`config.mk`:
```
export PLATFORM = sky130hd
export DESIGN_NAME = ahb_mem_master_flat
export DESIGN_NICKNAME = d
export VERILOG_FILES = /design/src/rtl/ahb_pkg.sv /design/src/rtl/ahb_mem_master_if.sv /design/src/rtl/ahb_mem_master.sv /design/src/flat_wrapper.sv
export SDC_FILE = /design/constraint.sdc
export NUM_CORES = 1
export LEC_CHECK = 0
export BUFFER_PORTS_ARGS = -buffer_cell sky130_fd_sc_hd__buf_2
export CORE_UTILIZATION = 51
export DETAILED_ROUTE_END_ITERATION = 10
export GPL_ROUTABILITY_DRIVEN = 1
export GPL_TIMING_DRIVEN = 0
export PLACE_DENSITY = 0.85
export RECOVER_POWER = 50
export SLEW_MARGIN = 0
export SYNTH_ARGS = -nofsm -noshare
export SYNTH_HDL_FRONTEND = slang
export SYNTH_SLANG_ARGS = --single-unit
```
`constraint.sdc`:
```
create_clock -name clk -period 2.7 [get_ports clk]
set_input_delay 0.405 -clock clk [delete_from_list [all_inputs] [get_ports clk]]
set_output_delay 0.405 -clock clk [all_outputs]
set_load 0.005 [all_outputs]
```
`src/rtl/ahb_pkg.sv`:
```
// Shared AHB-Lite types, encodings and byte-lane helpers used by the memory master
// and by any slave-side model that needs the same lane placement.
package ahb_pkg;

  typedef enum logic [1:0] {
    HTRANS_IDLE   = 2'b00,
    HTRANS_BUSY   = 2'b01,
    HTRANS_NONSEQ = 2'b10,
    HTRANS_SEQ    = 2'b11
  } htrans_t;

  localparam logic [2:0] HSIZE_BYTE    = 3'b000;
  localparam logic [2:0] HSIZE_HALF    = 3'b001;
  localparam logic [2:0] HSIZE_WORD    = 3'b010;
  localparam logic [2:0] HBURST_SINGLE = 3'b000;

  localparam logic HRESP_OKAY  = 1'b0;
  localparam logic HRESP_ERROR = 1'b1;

  typedef enum logic [1:0] {
    MEM_BYTE    = 2'd0,
    MEM_HALF    = 2'd1,
    MEM_WORD    = 2'd2,
    MEM_ILLEGAL = 2'd3
  } mem_size_t;

  // A request is legal when the size is encodable and the address is naturally aligned.
  function automatic logic mem_req_legal(mem_size_t size, logic [1:0] addr_lo);
    logic ok;
    case (size)
      MEM_BYTE: ok = 1'b1;
      MEM_HALF: ok = ~addr_lo[0];
      MEM_WORD: ok = (addr_lo == 2'b00);
      default:  ok = 1'b0;
    endcase
    return ok;
  endfunction

  // Store data is replicated across all lanes so the slave can pick any byte/half lane.
  function automatic logic [31:0] ahb_wlane(mem_size_t size, logic [31:0] wdata);
    logic [31:0] lanes;
    case (size)
      MEM_BYTE: lanes = {4{wdata[7:0]}};
      MEM_HALF: lanes = {2{wdata[15:0]}};
      default:  lanes = wdata;
    endcase
    return lanes;
  endfunction

  function automatic logic [31:0] ahb_rlane(mem_size_t size, logic [1:0] addr_lo,
                                            logic [31:0] hrdata);
    logic [31:0] val;
    case (size)
      MEM_BYTE: begin
        case (addr_lo)
          2'd0:    val = {24'h0, hrdata[7:0]};
          2'd1:    val = {24'h0, hrdata[15:8]};
          2'd2:    val = {24'h0, hrdata[23:16]};
          default: val = {24'h0, hrdata[31:24]};
        endcase
      end
      MEM_HALF: val = addr_lo[1] ? {16'h0, hrdata[31:16]} : {16'h0, hrdata[15:0]};
      default:  val = hrdata;
    endcase
    return val;
  endfunction

endpackage

```
`src/rtl/ahb_mem_master_if.sv`:
```
// AHB-Lite bus bundle between the memory master and the interconnect.
interface ahb_mem_master_if #(
  parameter int ADDR_WIDTH = 32
) ();
  import ahb_pkg::*;

  logic [ADDR_WIDTH-1:0] HADDR;
  htrans_t               HTRANS;
  logic                  HWRITE;
  logic [2:0]            HSIZE;
  logic [2:0]            HBURST;
  logic [31:0]           HWDATA;
  logic [31:0]           HRDATA;
  logic                  HREADY;
  logic                  HRESP;

  modport master (
    output HADDR, HTRANS, HWRITE, HSIZE, HBURST, HWDATA,
    input  HRDATA, HREADY, HRESP
  );

  modport slave (
    input  HADDR, HTRANS, HWRITE, HSIZE, HBURST, HWDATA,
    output HRDATA, HREADY, HRESP
  );
endinterface

```
`src/rtl/ahb_mem_master.sv`:
```
// Single-transfer AHB-Lite master: turns one core memory request into one NONSEQ
// transfer and returns lane-extracted read data with a one-cycle done pulse.
module ahb_mem_master
  import ahb_pkg::*;
#(
  parameter int ADDR_WIDTH = 32
) (
  input  logic                  clk,
  input  logic                  reset,
  input  logic                  req,
  input  logic                  we,
  input  logic [1:0]            size,
  input  logic [ADDR_WIDTH-1:0] addr,
  input  logic [31:0]           wdata,
  output logic                  busy,
  output logic                  done,
  output logic                  err,
  output logic [31:0]           rdata,
  output logic [1:0]            dbg_state,
  ahb_mem_master_if.master      ahb
);

  // Handshake: the core raises req only while busy=0 and holds off until done;
  // done/err/rdata form a one-cycle valid with no back-pressure. On the bus side a
  // phase advances only on a cycle where HREADY=1.
  typedef enum logic [1:0] {
    ST_IDLE = 2'd0,
    ST_ADDR = 2'd1,
    ST_DATA = 2'd2,
    ST_ERRW = 2'd3
  } state_t;

  state_t                state_q, state_d;
  htrans_t               htrans_d;
  logic [ADDR_WIDTH-1:0] haddr_d;
  logic                  hwrite_d;
  logic [2:0]            hsize_d;
  logic [31:0]           hwdata_d;
  logic                  done_d, err_d;
  logic [31:0]           rdata_d;

  assign busy       = (state_q != ST_IDLE);
  assign dbg_state  = state_q;
  assign ahb.HBURST = HBURST_SINGLE;

  always_ff @(posedge clk or negedge reset) begin
    if (!reset) state_q <= ST_IDLE;
    else        state_q <= state_d;
  end

  always_comb begin
    state_d  = state_q;
    htrans_d = HTRANS_IDLE;
    haddr_d  = ahb.HADDR;
    hwrite_d = ahb.HWRITE;
    hsize_d  = ahb.HSIZE;
    hwdata_d = ahb.HWDATA;
    done_d   = 1'b0;
    err_d    = 1'b0;
    rdata_d  = rdata;

    case (state_q)
      ST_IDLE: begin
        if (req) begin
          if (mem_req_legal(mem_size_t'(size), addr[1:0])) begin
            state_d  = ST_ADDR;
            htrans_d = HTRANS_NONSEQ;
            haddr_d  = addr;
            hwrite_d = we;
            hsize_d  = {1'b0, size};
            hwdata_d = ahb_wlane(mem_size_t'(size), wdata);
          end else begin
            // Rejected locally: the bus never sees it.
            done_d  = 1'b1;
            err_d   = 1'b1;
            rdata_d = 32'h0;
          end
        end
      end

      ST_ADDR: begin
        if (ahb.HREADY) state_d  = ST_DATA;
        else            htrans_d = HTRANS_NONSEQ;
      end

      ST_DATA: begin
        if (ahb.HRESP == HRESP_ERROR) begin
          // A slave that collapses the two error cycles into one is still honoured.
          if (ahb.HREADY) begin
            state_d = ST_IDLE;
            done_d  = 1'b1;
            err_d   = 1'b1;
            rdata_d = 32'h0;
          end else begin
            state_d = ST_ERRW;
          end
        end else if (ahb.HREADY) begin
          state_d = ST_IDLE;
          done_d  = 1'b1;
          rdata_d = ahb.HWRITE ? 32'h0
                  : ahb_rlane(mem_size_t'(ahb.HSIZE[1:0]), ahb.HADDR[1:0], ahb.HRDATA);
        end
      end

      ST_ERRW: begin
        if (ahb.HREADY) begin
          state_d = ST_IDLE;
          done_d  = 1'b1;
          err_d   = 1'b1;
          rdata_d = 32'h0;
        end
      end

      default: state_d = ST_IDLE;
    endcase
  end

  always_ff @(posedge clk or negedge reset) begin
    if (!reset) begin
      ahb.HTRANS <= HTRANS_IDLE;
      ahb.HADDR  <= '0;
      ahb.HWRITE <= 1'b0;
      ahb.HSIZE  <= 3'b000;
      ahb.HWDATA <= 32'h0;
      done       <= 1'b0;
      err        <= 1'b0;
      rdata      <= 32'h0;
    end else begin
      ahb.HTRANS <= htrans_d;
      ahb.HADDR  <= haddr_d;
      ahb.HWRITE <= hwrite_d;
      ahb.HSIZE  <= hsize_d;
      ahb.HWDATA <= hwdata_d;
      done       <= done_d;
      err        <= err_d;
      rdata      <= rdata_d;
    end
  end

endmodule

```
`src/flat_wrapper.sv`:
```
// flat-port wrapper written by rule: the top's interface ports become plain ports
module ahb_mem_master_flat import ahb_pkg::*;
#(
  parameter int ADDR_WIDTH = 32
)
  (clk, reset, req, we, size, addr, wdata, busy, done, err, rdata, dbg_state, ahb_HADDR, ahb_HTRANS, ahb_HWRITE, ahb_HSIZE, ahb_HBURST, ahb_HWDATA, ahb_HRDATA, ahb_HREADY, ahb_HRESP);
  ahb_mem_master_if #(.ADDR_WIDTH(ADDR_WIDTH)) ahb_i ();
  input  logic clk;
  input  logic reset;
  input  logic req;
  input  logic we;
  input  logic [1:0] size;
  input  logic [ADDR_WIDTH-1:0] addr;
  input  logic [31:0] wdata;
  output logic busy;
  output logic done;
  output logic err;
  output logic [31:0] rdata;
  output logic [1:0] dbg_state;
  output wire logic [$bits(ahb_i.HADDR)-1:0] ahb_HADDR;
  output wire logic [$bits(ahb_i.HTRANS)-1:0] ahb_HTRANS;
  output wire logic [$bits(ahb_i.HWRITE)-1:0] ahb_HWRITE;
  output wire logic [$bits(ahb_i.HSIZE)-1:0] ahb_HSIZE;
  output wire logic [$bits(ahb_i.HBURST)-1:0] ahb_HBURST;
  output wire logic [$bits(ahb_i.HWDATA)-1:0] ahb_HWDATA;
  input wire logic [$bits(ahb_i.HRDATA)-1:0] ahb_HRDATA;
  input wire logic [$bits(ahb_i.HREADY)-1:0] ahb_HREADY;
  input wire logic [$bits(ahb_i.HRESP)-1:0] ahb_HRESP;
  assign ahb_HADDR = ahb_i.HADDR;
  assign ahb_HTRANS = ahb_i.HTRANS;
  assign ahb_HWRITE = ahb_i.HWRITE;
  assign ahb_HSIZE = ahb_i.HSIZE;
  assign ahb_HBURST = ahb_i.HBURST;
  assign ahb_HWDATA = ahb_i.HWDATA;
  assign ahb_i.HRDATA = ahb_HRDATA;
  assign ahb_i.HREADY = ahb_HREADY;
  assign ahb_i.HRESP = ahb_HRESP;
  ahb_mem_master #(.ADDR_WIDTH(ADDR_WIDTH)) u_core (.clk(clk), .reset(reset), .req(req), .we(we), .size(size), .addr(addr), .wdata(wdata), .busy(busy), .done(done), .err(err), .rdata(rdata), .dbg_state(dbg_state), .ahb(ahb_i));
endmodule
```
==> results of run 1 <==
==> state kept, by name (all words and copies together) (netlist names) <==
signal and count:
u_core.ahb.HADDR 32, u_core.ahb.HSIZE 2, u_core.ahb.HTRANS 1, u_core.ahb.HWDATA 32
u_core.ahb.HWRITE 1, u_core.dbg_state 2, u_core.done 1, u_core.err 1
u_core.rdata 32
==> placed cells by master (no fill, tap or decap), types with 6 or more instances in the layout <==
cell,n
dfrtp_1,104
nor2_1,10
a22o_1,21
o21ai_0,16
nor4bb_1,6
a222oi_1,6
buf_2,191
mux2_4,40
a22oi_1,6
a21oi_1,17
mux2i_1,26
o21ai_1,19
clkbuf_8,9
clkbuf_1,38
o211ai_1,6
nand2_1,45
==> critical path, cell delays in order, from the launching register on <==
cell and delay [ns]:
dfrtp_1 0.35, buf_2 0.18, nand2b_1 0.12, clkbuf_1 0.34, and2_1 0.18, clkbuf_1 0.30
a222oi_1 0.15, o211ai_1 0.26
==> layer usage <==
metal	vias to the layer above	wire, µm	GRT usage (%)
met5	-	0	0
met4	0	169	8.26
met3	17	1000	5.90
met2	205	6710	46.5
met1	2023	5470	34.1
li1	1879	-	-
==> power breakdown <==
| group | internal [mW] | total [mW] | switching (mW) |
|---|---|---|---|
| clock network | 0.350 | 0.908 | 0.558 |
| registers | 2.17 | 2.57 | 0.400 |
| logic | 1.32 | 2.48 | 1.16 |
| total | 3.84 | 5.96 | 2.12 |
==> cells by family after synthesis <==
kind of cell	after synthesis	share of synthesized area, %
buffers and inverters	38	4.33
AO/OA/AOI/OAI	104	14.8
flip-flops	104	53.6
other	1	0.0773
AND/OR/NAND/NOR	82	8.51
multiplexers	70	18.7
==> area by class of cell <==
class	instances	area [µm²]	area share [%]
Sequential cell	104	2600	41.7
Multi-Input combinational cell	261	2050	32.9
Timing Repair Buffer	207	1030	16.5
Buffer	35	199	3.19
Tap cell	129	161	2.59
Clock buffer	10	128	2.05
Clock inverter	6	51.3	0.822
Inverter	3	11.3	0.181
==> per-stage QoR <==
step / utilization (%) / instance area [µm²] / total power [mW]
after floorplan: - / 4870 / 3.97
after global placement: 65.6 / 6060 / 4.98
after detailed placement: 65.9 / 6090 / 5.10
after CTS: 67.8 / 6270 / 6.01
after global routing: 67.5 / 6240 / 6.34
final: 67.5 / 6240 / 5.96
==> final timing paths <==
kind | slack [ns] | end | startpoint | cells past startpoint
worst max register to register | 0.71 | u_core.rdata[2] | u_core.ahb.HSIZE[0] | 7
min in group asynchronous | 0.28 | u_core.ahb.HADDR[7] | reset | 1
worst min register to register | 0.49 | u_core.ahb.HWDATA[16] | u_core.ahb.HWDATA[16] | 2
worst max-delay path | 0.71 | u_core.rdata[2] | u_core.ahb.HSIZE[0] | 7
worst min-delay path | 0.26 | u_core.ahb.HADDR[10] | addr[10] | 2
max in group asynchronous | 1.54 | u_core.ahb.HADDR[0] | reset | 2
==> flow_summary_export.csv, run 1 <==
group,metric,value,unit
worst_setup_path,crit_required,2.96,ns
finish,diodes,0,
sta,fmax,0.501,GHz
yosys,syn_area,4850,µm²
yosys,synthArstFlopShare,100,%
floorplanning,die_w,99.5,µm
global_route,antenna_found_initial,0,
route,drc,0,
sta,rsz0062_at_grt,"no",
yosys,synth_cells,399,
power_and_ir_drop,p_per_area,955,nW/µm²
floorplanning,die_h,99.5,µm
finish,syn2layout_area_growth,28.5,%
yosys,synth-main-ff-cell,"dfrtp_1",
route,ant_nets,0,
power_and_ir_drop,leakage,3.28,nW
sta,period_share,73.9,%
yosys,synth_most_common_cell,"dfrtp_1",
sta,skew,0.0181,ns
route,num_vias,4124,
cts,numCtsBuffers,9,
cts,cts_buffer_depth,2,
finish,drive_gt1_share,43.0,%
finish,stdcell_count,755,
yosys,synth_area_per_cell,12.2,µm²
route,avgRoutedWirePerCell,17.7,µm
yosys,synth_cell_type_count,42,
global_route,grt_pass1_wl,20800,µm
sta,holdWs,0.263,ns
worst_setup_path,start_kind,"flip-flop",
finish,layout.nets,725,
route,via_per_inst,5.46,
cts,htree_num_levels,3,
worst_setup_path,crit_type,"flip-flop to flip-flop",
sta,maxSlewHeadroom,16.4,%
yosys,synth_area_leaders,"dfrtp_1 54%, mux2_4 12%, mux2i_1 5.4%, a22o_1 3.8%, nand2_1 3.5%",
global_route,gr-total-overflow,0,
sta,slew_violations,0,
power_and_ir_drop,ir_drop,0.525,mV
sta,period_needed,1.99,ns
cts,post_cts_buffers,0,
cts,cts.sinks,104,
sta,setup_viol,0,
sta,worst_pin_slew,1.25,ns
place,placedCellCount,739,
yosys,synth_edf_count,0,
floorplanning,ios,214,
cts,root_buffer,"clkbuf_8",
sta,fin_setup_tns,0,ns
yosys,ys_top_cells_by_count,"104 x dfrtp_1, 45 x nand2_1, 40 x mux2_4, 26 x mux2i_1, 21 x a22o_1",
yosys,ys_seq_area_share,53.6,%
cts,cts_resized,0,
floorplanning,dieArea,9910,µm²
global_route,track_usage,27.0,%
global_route,grt_max_degree,58,
cts,cts_tree,"done",
floorplanning,core,9240,µm²
route,dr.pass1.iters,7,
sta,setup_ws,0.706,ns
floorplanning,initial_core_util,52.5,%
place,place_ws,0.729,ns
global_route,grt_pass1_vias,4141,
worst_setup_path,endpoint_kind,"flip-flop",
place,io_buffers,206,
yosys,synth_warnings,0,
route,totalWireLength,13400,µm
hold_path,hold_class,"input port to flip-flop",
status,status,"complete, no violations",
worst_setup_path,cp_max_fo,9,
place,gp_congestion,0.870,
cts,ctsHoldBuffers,0,
worst_setup_path,crit_arrival,2.26,ns
place,post-dp-hpwl,10100,µm
cts,insertion_delay,0.37,ns
route,drt_iter0_drc,198,
cts,clk_pin_slew,0.11,ns
yosys,post-synth-top-area-fraction,53.6,%
yosys,yosysTopAreaCell,"dfrtp_1",
yosys,synth-seq-cells,104,
finish,num-fill-cells,776,
sta,hold_viol_final,0,
run,maxCapViolations,0,
floorplanning,rows,35,
Note: power is estimated with default switching activity, not from simulation.
==> inputs of run 2 (changes only) <==
Settings changed: ABC_AREA set to 1, CORE_UTILIZATION 51 to 43, PLACE_DENSITY 0.85 to 0.76.
Clock period 2.7 ns to 1.7 ns, I/O delays scaled along.
==> run 2 against run 1 <==
Against the previous run:
- utilization down 8.4 points
- area after synthesis rose by 3.6%
- first-iteration DRC count increased by 25%
- flip-flop and latch count unchanged
- synthesized cell count up 61%
- largest cell class unchanged
- die area is 22% higher
- non-clock buffer count grew 13
- global-route usage decreased by 1.8 points
- worst setup slack got worse by 0.63 ns
==> flow_summary_export.csv, run 2 <==
group,metric,value,unit
finish,stdcell_count,1024,
worst_setup_path,cp_max_fo,8,
global_route,grt_max_degree,71,
power_and_ir_drop,p_int,6.29,mW
sta,setup_viol,0,
finish,final_core_util,59.1,%
yosys,ys_top_cells_by_count,"287 x nand2_1, 104 x dfrtp_1, 74 x nand3_1, 28 x inv_1, 22 x o21ai_0",
run,maxCapViolations,0,
place,post-dp-hpwl,11300,µm
place,io_buffers,208,
finish,layout.nets,980,
yosys,synth_area_per_cell,7.83,µm²
worst_setup_path,endpoint_kind,"flip-flop",
power_and_ir_drop,power_frac_comb,43.5,%
finish,syn2layout_area_growth,34.4,%
power_and_ir_drop,leakage,3.68,nW
yosys,synth_edf_count,0,
cts,cts.sinks,104,
power_and_ir_drop,p_per_area,1580,nW/µm²
yosys,synth_cell_type_count,26,
floorplanning,ios,214,
yosys,yosysTopAreaCell,"dfrtp_1",
floorplanning,die_w,110,µm
sta,period_needed,1.63,ns
cts,cts_buffer_depth,2,
power_and_ir_drop,power.share.clock,19.3,%
cts,clk_pin_slew,0.08,ns
yosys,post-synth-top-area-fraction,51.8,%
yosys,ys_seq_area_share,51.8,%
finish,final_cell_mix,"275 x nand2_1, 143 x buf_2, 103 x dfrtp_1",
power_and_ir_drop,switching_power,4.39,mW
yosys,synth-main-ff-cell,"dfrtp_1",
cts,cts_tree,"done",
route,num_vias,5160,
yosys,synth-seq-cells,104,
finish,diodes,0,
sta,setup_ws,0.0735,ns
yosys,synth_warnings,0,
cts,insertion_delay,0.34,ns
yosys,synth_most_common_cell,"nand2_1",
route,ant_nets,0,
floorplanning,die_h,110,µm
yosys,syn_area,5020,µm²
cts,root_buffer,"clkbuf_16",
finish,drive_gt1_share,26.9,%
place,placedCellCount,998,
worst_setup_path,crit_arrival,1.87,ns
status,status,"complete, no violations",
power_and_ir_drop,ir_drop,0.776,mV
worst_setup_path,crit_required,1.94,ns
global_route,gr-total-overflow,0,
place,gp_congestion,0.915,
sta,fmax,0.615,GHz
place,place_ws,-0.0918,ns
sta,worst_pin_slew,0.877,ns
global_route,grt_pass1_vias,4785,
sta,period_share,95.7,%
cts,htree_num_levels,3,
yosys,synth_area_leaders,"dfrtp_1 52%, nand2_1 21%, nand3_1 7.4%, o21ai_0 2.2%, buf_4 2.1%",
power_and_ir_drop,power_frac_seq,37.2,%
cts,numCtsBuffers,9,
worst_setup_path,start_kind,"flip-flop",
global_route,track_usage,25.2,%
route,totalWireLength,15100,µm
power_and_ir_drop,swShare,41.1,%
yosys,synthArstFlopShare,100,%
route,via_per_inst,5.04,
floorplanning,initial_core_util,44.0,%
power_and_ir_drop,finalPower,10.7,mW
sta,skew,0.00706,ns
finish,final_common_cell,"nand2_1",
floorplanning,dieArea,12100,µm²
global_route,grt_pass1_wl,23300,µm
finish,top_regs,"u_core.ahb.HADDR x32, u_core.ahb.HWDATA x32, u_core.rdata x32",
global_route,antenna_found_initial,0,
sta,maxSlewHeadroom,41.5,%
sta,hold_viol_final,0,
finish,design_area,6750,µm²
hold_path,hold_class,"input port to flip-flop",
worst_setup_path,crit_type,"flip-flop to flip-flop",
floorplanning,core,11400,µm²
route,dr.pass1.iters,4,
yosys,synth_cells,642,
sta,rsz0062_at_grt,"yes",
floorplanning,rows,39,
route,avgRoutedWirePerCell,14.7,µm
route,drt_iter0_drc,248,
place,dpl-instance-area,6290,µm²
route,drc,0,
sta,slew_violations,0,
-- run 2: cell types whose count changed in the layout (fill, tap and decap cells not counted), sizes merged, moves of 26 or more --
cell | before | now
clkbuf | 48 | 94
mux2i | 26 | 0
nand2 | 45 | 292
nand3 | 1 | 77
buf | 204 | 169
inv | 4 | 33
mux2 | 44 | 0
-- run 2: area by class of cell --
| class | count | area (µm²) |
|---|---|---|
| repair buffers | 220 | 1090 |
| plain buffers | 35 | 255 |
| clock inverters | 7 | 72.6 |
| flip-flops and latches | 104 | 2600 |
| fillers | 1134 | 4670 |
| inverters | 29 | 111 |
| well taps | 143 | 179 |
| multi-input cells | 477 | 2220 |
| clock buffers | 9 | 225 |
-- run 2: worst paths after layout --
| kind | start | to | slack (ns) | cells past startpoint |
|---|---|---|---|---|
| hold / removal | addr[19] | u_core.ahb.HADDR[19] | 0.10 | 3 |
| hold reg to reg | u_core.ahb.HWDATA[7] | u_core.ahb.HWDATA[7] | 0.47 | 2 |
| min in group asynchronous | reset | u_core.rdata[28] | 0.56 | 2 |
| setup reg to reg | u_core.dbg_state[1] | u_core.ahb.HADDR[30] | 0.07 | 9 |
| setup / recovery | u_core.dbg_state[1] | u_core.ahb.HADDR[30] | 0.07 | 9 |
| max in group asynchronous | reset | u_core.ahb.HADDR[9] | 0.28 | 3 |
-- run 2: through the flow --
step	hold slack [ns]	setup TNS (ns)
after global placement	0.448	-83.40
after floorplan	-0.0406	0
after detailed placement	0.242	-4.52
after global routing	0.102	-0.0621
after CTS	0.0907	0
final	0.105	0
-- run 2: worst max-delay path, stage by stage (launching register included) --
cell,delay [ns]
dfrtp_1,0.39
buf_6,0.14
nor2_4,0.17
nand3_4,0.12
nor2_4,0.23
inv_4,0.07
buf_12,0.15
clkbuf_16,0.16
nand2_4,0.05
nand2_2,0.05
-- run 2: kinds of logic (layout without fill, tap and decap cells) --
group	after synthesis	in the layout	share of synthesized area, %
AO/OA/AOI/OAI	62	62	6.82
buffers and inverters	65	300	6.35
flip-flops	104	104	51.8
other	1	5	0.0746
AND/OR/NAND/NOR	410	410	35.0
-- run 2: what timing repair did --
action | CTS | global route
hold buffers | 1 | 0
endpoints found under the hold margin | 34 | 0
setup endpoints to repair | 83 | 94
setup buffers | 3 | 6
gates resized for setup | 3 | 53
pin swaps | 2 | 5
gates cloned | 0 | 1
-- run 2: power by group through the flow --
stage / Clock, mW / Combinational, mW / Sequential, mW
2_1_floorplan: 0 / 2.43 / 3.98
3_3_place_gp: 0 / 4.27 / 3.90
3_5_place_dp: 0 / 4.38 / 3.89
4_1_cts: 2.11 / 4.44 / 3.88
5_1_grt: 2.23 / 5.24 / 4.09
6_report: 2.06 / 4.64 / 3.98
-- run 2: layer usage --
metal  global-route usage [%]  wire length (µm)
met1                     31.4              6230
met2                     42.0              7080
met3                     6.47              1410
met4                     9.49               327
met5                        0                 0
==> inputs of run 3 (changes only) <==
Settings changed: CELL_PAD_IN_SITES_DETAIL_PLACEMENT set to 1, CELL_PAD_IN_SITES_GLOBAL_PLACEMENT set to 2, CORE_UTILIZATION 43 to 23, PLACE_DENSITY 0.76 to unset, PLACE_DENSITY_LB_ADDON set to 0.1.
==> run 3 against run 2 <==
Against the previous run:
- sequential power rose by 2%
- final cell count up 14%
- hold slack worse by 0.0052 ns
- first-iteration DRC count is 50% lower
- wire length increased by 28%
- die area is 85% higher
- critical path type unchanged
- critical endpoint is now u_core.ahb.HADDR[27]
==> flow_summary_export.csv, run 3 (synthesis gave the netlist of run 2 again) <==
group,metric,value,unit
floorplanning,core,21200,µm²
global_route,track_usage,17.4,%
place,post-dp-hpwl,14700,µm
power_and_ir_drop,power_frac_seq,35.8,%
route,num_vias,5121,
worst_setup_path,ff2ff_setup_slack,0.04,ns
worst_setup_path,r2r-start,"u_core.dbg_state[1]",
hold_path,hold_class,"input port to flip-flop",
floorplanning,die_h,150,µm
route,avgRoutedWirePerCell,16.6,µm
worst_setup_path,worstRegToRegCells,9,
sta,slew_violations,0,
sta,fmax,0.604,GHz
worst_setup_path,crit_arrival,1.90,ns
worst_setup_path,crit_path_start,"u_core.dbg_state[1]",
worst_setup_path,r2r_end,"u_core.ahb.HADDR[27]",
finish,syn2layout_area_growth,42.1,%
sta,hold_viol_final,0,
sta,fin_setup_tns,0,ns
power_and_ir_drop,leakage,3.86,nW
finish,drive_gt1_share,33.8,%
status,status,"complete, no violations",
place,gp_congestion,0.828,
route,totalWireLength,19300,µm
sta,setup_ws,0.0432,ns
global_route,grt_pass1_vias,5416,
place,place_ws,-0.203,ns
cts,cts_buffer_depth,2,
finish,layout.nets,986,
sta,rsz0062_at_grt,"yes",
worst_setup_path,crit_family,"simple AND/OR/NAND/NOR gates",
route,ant_nets,0,
global_route,gr-total-overflow,0,
route,drt_iter0_drc,124,
power_and_ir_drop,power_frac_comb,44.8,%
power_and_ir_drop,switching_power,4.70,mW
cts,htree_num_levels,3,
sta,holdWs,0.0994,ns
finish,top_regs,"u_core.ahb.HADDR x32, u_core.ahb.HWDATA x32, u_core.rdata x32",
cts,cts.sinks,104,
run,maxCapViolations,0,
power_and_ir_drop,swShare,41.5,%
floorplanning,dieArea,22400,µm²
sta,setup_viol,0,
power_and_ir_drop,ir_drop,0.558,mV
power_and_ir_drop,p_per_area,1590,nW/µm²
floorplanning,die_w,150,µm
place,dpl-instance-area,6460,µm²
finish,design_area,7140,µm²
cts,numCtsBuffers,9,
cts,cts_tree,"done",
sta,worst_pin_slew,0.884,ns
finish,final_common_cell,"nand2_1",
route,dr.pass1.iters,4,
finish,final_cell_mix,"262 x nand2_1, 179 x buf_2, 102 x dfrtp_1",
worst_setup_path,critPathCapture,"u_core.ahb.HADDR[27]",
worst_setup_path,cp_max_fo,7,
sta,skew,0.00821,ns
global_route,grt_pass1_wl,29600,µm
floorplanning,initial_core_util,23.7,%
worst_setup_path,start_kind,"flip-flop",
worst_setup_path,critical-path-max-stage-delay,0.39,ns
worst_setup_path,path_depth,9,
route,via_per_inst,4.40,
worst_setup_path,crit_required,1.94,ns
cts,insertion_delay,0.35,ns
worst_setup_path,endpoint_kind,"flip-flop",
cts,root_buffer,"clkbuf_16",
worst_setup_path,crit_type,"flip-flop to flip-flop",
global_route,grt_max_degree,74,
global_route,antenna_found_initial,2,
power_and_ir_drop,p_int,6.62,mW
place,io_buffers,208,
route,drc,0,
floorplanning,ios,214,
worst_setup_path,crit_chain,"buf_6, nor2_4, nand3_4, nor2_4, inv_4, buf_12, clkbuf_16, nand2_1, nand2_1",
power_and_ir_drop,finalPower,11.3,mW
sta,maxSlewHeadroom,41.1,%
sta,period_needed,1.66,ns
cts,clk_pin_slew,0.08,ns
floorplanning,rows,53,
power_and_ir_drop,power.share.clock,19.5,%
sta,period_share,97.5,%
worst_setup_path,critical_path_buf_inv_count,4,
worst_setup_path,slowest_stage,"dfrtp_1",
[run 3: changes by cell type in the layout (fill, tap and decap cells not counted), moves of 4 or more]
cell      before  now
nand2_1      275  262
buf_2        143  179
clkbuf_1      75   41
nand2_4        6   10
o21ai_2        0    6
clkbuf_2       7    1
nand2_2       11   20
buf_4         17   21
[run 3: area by class of cell]
type                    count  area [µm²]
clock buffers               9         225
inverters                  29         111
fillers                  2651       14100
multi-input cells         477        2300
well taps                 275         344
flip-flops and latches    104        2610
repair buffers            227        1210
diodes                      1        2.50
plain buffers              34         270
clock inverters             7        77.6
[run 3: routing by layer]
metal / up-vias / wire length (µm) / GRT usage (%)
met4: 2 / 180 / 3.94
met3: 16 / 1360 / 5.55
met5: - / 10 / 0
li1: 2516 / - / -
met2: 133 / 9730 / 30.5
met1: 2454 / 8050 / 20.5
[run 3: worst min-delay path by stage]
| stage | endpoint | depth (start not counted) | slack (ns) | start |
|---|---|---|---|---|
| 6_report | u_core.ahb.HADDR[22] | 3 | 0.1 | addr[22] |
| 2_1_floorplan | u_core.ahb.HADDR[0] | 0 | -0.04 | reset |
| 4_1_cts | u_core.ahb.HADDR[18] | 3 | 0.08 | addr[18] |
| 3_5_place_dp | u_core.err | 1 | 0.17 | reset |
| 3_3_place_gp | u_core.rdata[24] | 2 | 0.45 | u_core.rdata[24] |
| 5_1_grt | u_core.ahb.HADDR[25] | 3 | 0.09 | addr[25] |
[run 3: power by group through the flow]
stage	sequential (mW)	clock, mW	combinational [mW]
detailed placement	3.93	0	4.65
floorplan	3.98	0	2.43
finish	4.05	2.21	5.07
global placement	3.90	0	4.56
CTS	3.91	2.28	4.87
global route	4.19	2.39	5.69
[run 3: what timing repair did]
action	in CTS	in global routing
resized for setup	21	75
setup buffers	5	10
setup endpoints to repair	94	100
endpoints found under the hold margin	31	0
cloned	0	2
hold buffers	1	0
pin swaps	4	7
[run 3: worst min-delay path: stages]
cell     delay, ns
buf_2         0.08
nand2_1       0.04
nand2_1       0.05
[run 3: metrics by stage]
stage / std cells / util, %
after CTS: 1152 / 32.4
after floorplan: 646 / -
after global routing: 1162 / 33.6
final: 1163 / 33.6
after detailed placement: 1130 / 30.4
after global placement: 1129 / 30.3
